$ cat src/rtl/uart_rx_if.sv
// Receive-side word port of the UART: one-entry valid/ready register plus error flags.
// master is the receiver driving the word, slave is the consumer.
interface uart_rx_if #(
    parameter int DATA_WIDTH = 8
);
    logic                  data_rdy;
    logic                  data_vld;
    logic [DATA_WIDTH-1:0] data_out;
    logic                  par_err;
    logic                  frm_err;
    logic                  overrun;

    modport master (
        input  data_rdy,
        output data_vld,
        output data_out,
        output par_err,
        output frm_err,
        output overrun
    );

    modport slave (
        output data_rdy,
        input  data_vld,
        input  data_out,
        input  par_err,
        input  frm_err,
        input  overrun
    );
endinterface

$ cat src/rtl/uart_rx.sv
// UART receiver: start, DATA_WIDTH bits LSB first, optional odd parity, one stop bit.
// Each completed frame lands in a one-entry valid/ready register with parity/framing/overrun flags.
//
// state  | meaning
// IDLE   | line idle, waiting for a falling edge on the synchronised input
// START  | counting to the middle of the start bit to reject glitches
// DATA   | sampling data bits at mid-bit
// PARITY | sampling the odd parity bit
// STOP   | sampling the stop bit, then completing the frame
module uart_rx #(
    parameter int CLK_FREQ   = 50000000,
    parameter int BR         = 115200,
    parameter int DATA_WIDTH = 8,
    parameter int PARITY_EN  = 1
) (
    input  logic      clk,
    input  logic      rst_n,
    input  logic      rx,
    uart_rx_if.master bus
);
    localparam int BR_DIV = CLK_FREQ / BR;
    localparam int HALF   = BR_DIV / 2;
    localparam int CW     = $clog2(BR_DIV);
    localparam int BW     = (DATA_WIDTH > 1) ? $clog2(DATA_WIDTH) : 1;

    localparam logic [CW-1:0] BR_LAST   = CW'(BR_DIV - 1);
    localparam logic [CW-1:0] HALF_LAST = CW'(HALF - 1);
    localparam logic [BW-1:0] BIT_LAST  = BW'(DATA_WIDTH - 1);

    localparam logic [2:0] S_IDLE   = 3'd0;
    localparam logic [2:0] S_START  = 3'd1;
    localparam logic [2:0] S_DATA   = 3'd2;
    localparam logic [2:0] S_PARITY = 3'd3;
    localparam logic [2:0] S_STOP   = 3'd4;

    logic                  r_rx_m;
    logic                  r_rx_s;
    logic                  r_rx_d;
    logic [2:0]            r_state;
    logic [CW-1:0]         r_br_cnt;
    logic [BW-1:0]         r_bit_cnt;
    logic [DATA_WIDTH-1:0] r_shift;
    logic                  r_par_bad;
    logic                  r_stop_bit;
    logic                  r_done;
    logic                  r_data_vld;
    logic [DATA_WIDTH-1:0] r_data_out;
    logic                  r_par_err;
    logic                  r_frm_err;
    logic                  r_overrun;
    logic                  w_fall;
    logic                  w_bit_end;

    assign w_fall    = r_rx_d & ~r_rx_s;
    assign w_bit_end = (r_br_cnt == BR_LAST);

    // r_rx_d is the previous synchronised sample, used only for start-edge detection
    always_ff @(posedge clk or negedge rst_n) begin
        if (!rst_n) begin
            r_rx_m <= 1'b1;
            r_rx_s <= 1'b1;
            r_rx_d <= 1'b1;
        end else begin
            r_rx_m <= rx;
            r_rx_s <= r_rx_m;
            r_rx_d <= r_rx_s;
        end
    end

    always_ff @(posedge clk or negedge rst_n) begin
        if (!rst_n) begin
            r_state    <= S_IDLE;
            r_br_cnt   <= '0;
            r_bit_cnt  <= '0;
            r_shift    <= '0;
            r_par_bad  <= 1'b0;
            r_stop_bit <= 1'b1;
            r_done     <= 1'b0;
        end else begin
            r_done <= 1'b0;
            case (r_state)
                S_IDLE: begin
                    r_br_cnt <= '0;
                    if (w_fall) begin
                        r_state <= S_START;
                    end
                end
                S_START: begin
                    if (r_br_cnt == HALF_LAST) begin
                        r_br_cnt <= '0;
                        if (!r_rx_s) begin
                            r_state   <= S_DATA;
                            r_bit_cnt <= '0;
                            r_par_bad <= 1'b0;
                        end else begin
                            r_state <= S_IDLE;
                        end
                    end else begin
                        r_br_cnt <= r_br_cnt + 1'b1;
                    end
                end
                S_DATA: begin
                    if (w_bit_end) begin
                        r_br_cnt           <= '0;
                        r_shift[r_bit_cnt] <= r_rx_s;
                        if (r_bit_cnt == BIT_LAST) begin
                            r_state <= (PARITY_EN != 0) ? S_PARITY : S_STOP;
                        end else begin
                            r_bit_cnt <= r_bit_cnt + 1'b1;
                        end
                    end else begin
                        r_br_cnt <= r_br_cnt + 1'b1;
                    end
                end
                S_PARITY: begin
                    if (w_bit_end) begin
                        r_br_cnt  <= '0;
                        r_par_bad <= (r_rx_s != ~^r_shift);
                        r_state   <= S_STOP;
                    end else begin
                        r_br_cnt <= r_br_cnt + 1'b1;
                    end
                end
                S_STOP: begin
                    // complete at mid stop bit so a back-to-back start edge is not missed
                    if (w_bit_end) begin
                        r_br_cnt   <= '0;
                        r_stop_bit <= r_rx_s;
                        r_done     <= 1'b1;
                        r_state    <= S_IDLE;
                    end else begin
                        r_br_cnt <= r_br_cnt + 1'b1;
                    end
                end
                default: begin
                    r_state  <= S_IDLE;
                    r_br_cnt <= '0;
                end
            endcase
        end
    end

    // a completing frame may load in the same cycle the held word is accepted
    always_ff @(posedge clk or negedge rst_n) begin
        if (!rst_n) begin
            r_data_vld <= 1'b0;
            r_data_out <= '0;
            r_par_err  <= 1'b0;
            r_frm_err  <= 1'b0;
            r_overrun  <= 1'b0;
        end else begin
            r_overrun <= 1'b0;
            if (r_done) begin
                if (!r_data_vld || bus.data_rdy) begin
                    r_data_vld <= 1'b1;
                    r_data_out <= r_shift;
                    r_par_err  <= r_par_bad;
                    r_frm_err  <= ~r_stop_bit;
                end else begin
                    r_overrun <= 1'b1;
                end
            end else if (r_data_vld && bus.data_rdy) begin
                r_data_vld <= 1'b0;
            end
        end
    end

    assign bus.data_vld = r_data_vld;
    assign bus.data_out = r_data_out;
    assign bus.par_err  = r_par_err;
    assign bus.frm_err  = r_frm_err;
    assign bus.overrun  = r_overrun;
endmodule
$ cat src/flat_wrapper.sv
// flat-port wrapper written by rule: the top's interface ports become plain ports
module uart_rx_flat 
#(
    parameter int CLK_FREQ   = 50000000,
    parameter int BR         = 115200,
    parameter int DATA_WIDTH = 8,
    parameter int PARITY_EN  = 1
)
  (clk, rst_n, rx, bus_data_rdy, bus_data_vld, bus_data_out, bus_par_err, bus_frm_err, bus_overrun);
  uart_rx_if #(.DATA_WIDTH(DATA_WIDTH)) bus_i ();
  input  logic clk;
  input  logic rst_n;
  input  logic rx;
  input wire logic [$bits(bus_i.data_rdy)-1:0] bus_data_rdy;
  output wire logic [$bits(bus_i.data_vld)-1:0] bus_data_vld;
  output wire logic [$bits(bus_i.data_out)-1:0] bus_data_out;
  output wire logic [$bits(bus_i.par_err)-1:0] bus_par_err;
  output wire logic [$bits(bus_i.frm_err)-1:0] bus_frm_err;
  output wire logic [$bits(bus_i.overrun)-1:0] bus_overrun;
  assign bus_i.data_rdy = bus_data_rdy;
  assign bus_data_vld = bus_i.data_vld;
  assign bus_data_out = bus_i.data_out;
  assign bus_par_err = bus_i.par_err;
  assign bus_frm_err = bus_i.frm_err;
  assign bus_overrun = bus_i.overrun;
  uart_rx #(.CLK_FREQ(CLK_FREQ), .BR(BR), .DATA_WIDTH(DATA_WIDTH), .PARITY_EN(PARITY_EN)) u_core (.clk(clk), .rst_n(rst_n), .rx(rx), .bus(bus_i));
endmodule
$ cat config.mk
export PLATFORM = sky130hd
export DESIGN_NAME = uart_rx_flat
export DESIGN_NICKNAME = d
export VERILOG_FILES = /design/src/rtl/uart_rx_if.sv /design/src/rtl/uart_rx.sv /design/src/flat_wrapper.sv
export SDC_FILE = /design/constraint.sdc
export NUM_CORES = 1
export LEC_CHECK = 0
export BUFFER_PORTS_ARGS = -buffer_cell sky130_fd_sc_hd__buf_2
export CORE_MARGIN = 2
export CORE_UTILIZATION = 41
export DETAILED_ROUTE_END_ITERATION = 8
export PLACE_DENSITY = 0.64
export SYNTH_ARGS = -nofsm -noshare
export SYNTH_HDL_FRONTEND = slang
export SYNTH_SLANG_ARGS = --single-unit
$ cat constraint.sdc
create_clock -name clk -period 2 [get_ports clk]
set_input_delay 0.1 -clock clk [delete_from_list [all_inputs] [get_ports clk]]
set_output_delay 0.1 -clock clk [all_outputs]
set_load 0.01 [all_outputs]
==> impl_metrics.yaml <==
critical_path:
  timing.rr.start: "u_core.r_br_cnt[1]"
  critPathCaptureType: "register"
  startpoint_type: "register"
  reg2reg_setup_slack_ns: 0.08
  r2r_end: "u_core.r_shift[7]"
  worst-endpoint-required_ns: 2.18
  rr_worst_depth: 6
  path_max_fanout: 7
  path_class: "reg -> reg"
  worstPathArrival_ns: 2.10
synth:
  synth_top_family_by_area: "simple AND/OR/NAND/NOR gates"
  yosysSeqAreaShare_pct: 52.15
  synth_cell_types: 43
  synth_compound_area_share_pct: 5.886
  synthMuxAreaShare_pct: 10.95
  ys_ff_latch: 41
  yosys_warnings: 0
  syn_area_um2: 1977
  synthXorXnorAreaFrac_pct: 6.899
  synth_fa_ha_area_share_pct: 3.165
  yosys.area_share.simple_pct: 18.67
  avgSynthCellArea_um2: 11.84
  synth_nets: 176
  synthCells: 167
placement:
  gp_congestion: 0.8646
  io_buffers: 15
  place_ws_ns: 0.08358
  dp_hpwl_um: 2418
route:
  remaining_drc_errors: 0
  vias_per_cell: 5.417
  drtPass1Iterations: 4
  ant_nets: 0
  avgRoutedWirePerCell_um: 13.78
  via_count: 1311
  wl_um: 3334
  drtIter0Drc: 47
worst_hold_path:
  hold_start: "bus_data_rdy"
  holdPathEnd: "u_core.bus.overrun"
  holdCritPathClass: "in -> reg"
  hold_depth: 3
clock_network:
  numCtsBuffers: 5
  cts_root_buf: "clkbuf_8"
  h-tree-depth: 2
  clk_pin_slew_ns: 0.08
  cts_buffer_depth: 2
  cts.sinks: 41
  cts_tree: "done"
  insertion_delay_ns: 0.29
run:
  maxCapViolCount: 0
floorplan:
  die-area_um2: 5393
  rows: 25
  start_util_pct: 42.13
  core_um2: 4692
  die_y_um: 73.44
  die_w_um: 73.44
  io_pins: 16
sta:
  min_period_ns: 1.919
  hold_viol_final: 0
  tightest_slew_ns: 0.8529
  tns_ns: 0
  grt_setup_unrepaired: "no"
  finalWorstSetupSlack_ns: 0.08119
  finClkSkew_ns: 0.006561
  setup_violations: 0
  relSlewSlack_pct: 43.14
  period_share_pct: 95.94
  holdWs_ns: 0.09396
  clock.fmax_ghz: 0.5212
  slew_violations: 0
grt:
  grt_max_degree: 42
  grt_overflow: 0
  grt_pass1_vias: 1270
  antenna_found_initial: 0
  grt_use_total_pct: 13.90
  grt_pass1_wl_um: 5740
layout:
  layout_common_cells: "dfrtp_1, mux2_2, buf_2, nor2_1, nand2_1"
  area_growth_pct: 13.10
  final_common_cell: "dfrtp_1"
  nNetsFinal: 196
  filler_cell_count: 444
  antennaDiodeCount: 0
  final_layout_size_suffix_gt1_share_pct: 29.26
power_and_ir_drop:
  peakVddDrop_uv: 359.1
  power_density_nw_per_um2: 781.3
  p_leak_nw: 1.097
outcome:
  status: "finished clean"
[layout make-up]
cell class,instances,area (um2),area share [%]
Timing Repair Buffer,19,110.1,4.924
Clock inverter,2,35.03,1.567
Sequential cell,41,1031,46.11
Multi-Input combinational cell,115,900.9,40.29
Inverter,5,18.77,0.8394
Clock buffer,6,72.57,3.246
Tap cell,54,67.56,3.022
[metrics by stage]
step                std cells  utilization, %  power, mW  instance area, um2
global placement          232           44.93      1.108                2108
floorplan                 167               -      1.049                1977
global route              242           47.65      1.848                2236
finish                    242           47.65      1.747                2236
CTS                       242           47.65      1.771                2236
detailed placement        232           44.93      1.118                2108
[Yosys cell counts, drive strengths merged]
cell type / number / share of area (%)
a41o: 2 / 1.0
a211oi: 1 / 0.38
or3b: 1 / 0.44
nand3: 7 / 1.8
mux2: 18 / 10
nand2: 13 / 2.8
mux2i: 1 / 0.51
a32oi: 1 / 0.44
nand2b: 2 / 0.63
and2b: 1 / 0.38
and3: 3 / 1.0
nor4: 1 / 0.32
inv: 5 / 0.95
o21ai: 2 / 0.51
dfstp: 4 / 5.3
and4b: 2 / 1.2
xnor3: 1 / 1.1
a21oi: 2 / 0.51
clkbuf: 3 / 0.57
o2bb2ai: 2 / 0.89
nand4: 8 / 2.5
nor2b: 3 / 0.95
a2111o: 1 / 0.57
a22oi: 1 / 0.38
ha: 5 / 3.2
nor3b: 2 / 0.76
xor2: 3 / 1.3
buf: 3 / 0.76
and4bb: 2 / 1.5
xnor2: 10 / 4.4
and2: 2 / 0.70
nor4b: 1 / 0.44
dfrtp: 37 / 47
a221oi: 2 / 1.2
or4: 1 / 0.57
nor2: 14 / 2.7
[routing by layer]
metal	share of wire, %	routed length (um)	global-route usage (%)	vias up
li1	-	-	-	630
met1	47	1580	17.59	657
met2	48	1595	22.32	17
met3	2.9	96	3.704	7
met4	1.8	61	6.061	0
met5	0	0	0	-
[registers in the layout, indices dropped and copies added, names as in the netlist]
signal               flops
u_core.r_done            1
u_core.bus.par_err       1
u_core.bus.data_out      8
u_core.r_bit_cnt         3
u_core.r_rx_m            1
u_core.bus.overrun       1
u_core.r_state           3
u_core.r_shift           8
u_core.r_par_bad         1
u_core.r_rx_d            1
u_core.r_br_cnt          9
u_core.r_stop_bit        1
u_core.bus.frm_err       1
u_core.r_rx_s            1
u_core.bus.data_vld      1
[worst max-delay path by stage]
stage,start,to,slack (ns),depth (start not counted)
floorplan,u_core.r_br_cnt[1],u_core.r_shift[7],0.17,6
global placement,u_core.r_br_cnt[1],u_core.r_shift[7],0.13,6
detailed placement,u_core.r_br_cnt[1],u_core.r_shift[7],0.08,6
CTS,u_core.r_br_cnt[1],u_core.r_shift[7],0.08,6
global route,u_core.r_br_cnt[1],u_core.r_shift[7],0.03,6
finish,u_core.r_br_cnt[1],u_core.r_shift[7],0.08,6
[timing repair]
action | 4_1_cts | 5_1_grt
gates resized for setup | 0 | 0
buffers inserted | 0 | 0
hold buffers | 2 | 0
hold endpoints to repair | 38 | 0
[worst max-delay path: stages, from the launching register on]
cell	delay, ns
dfrtp_1	0.39
inv_1	0.08
ha_1	0.15
and4b_4	0.28
nand2_4	0.09
or4_4	0.52
mux2_4	0.30
[cell families after synthesis]
kind of cell | after synthesis
and+or+nand+nor | 63
buffers and inverters | 11
AOI/OAI and AO/OA | 14
xor gates and xnor gates | 14
DFF | 41
muxes | 19
adders and majority gates | 5
[power by group]
part	switching (mW)	internal, mW	leakage [nW]
registers	0.0542	0.868	0.555
logic	0.0973	0.0859	0.487
clock network	0.271	0.370	0.0552
total	0.423	1.32	1.10
No activity file was read; power rests on OpenSTA's default activity.
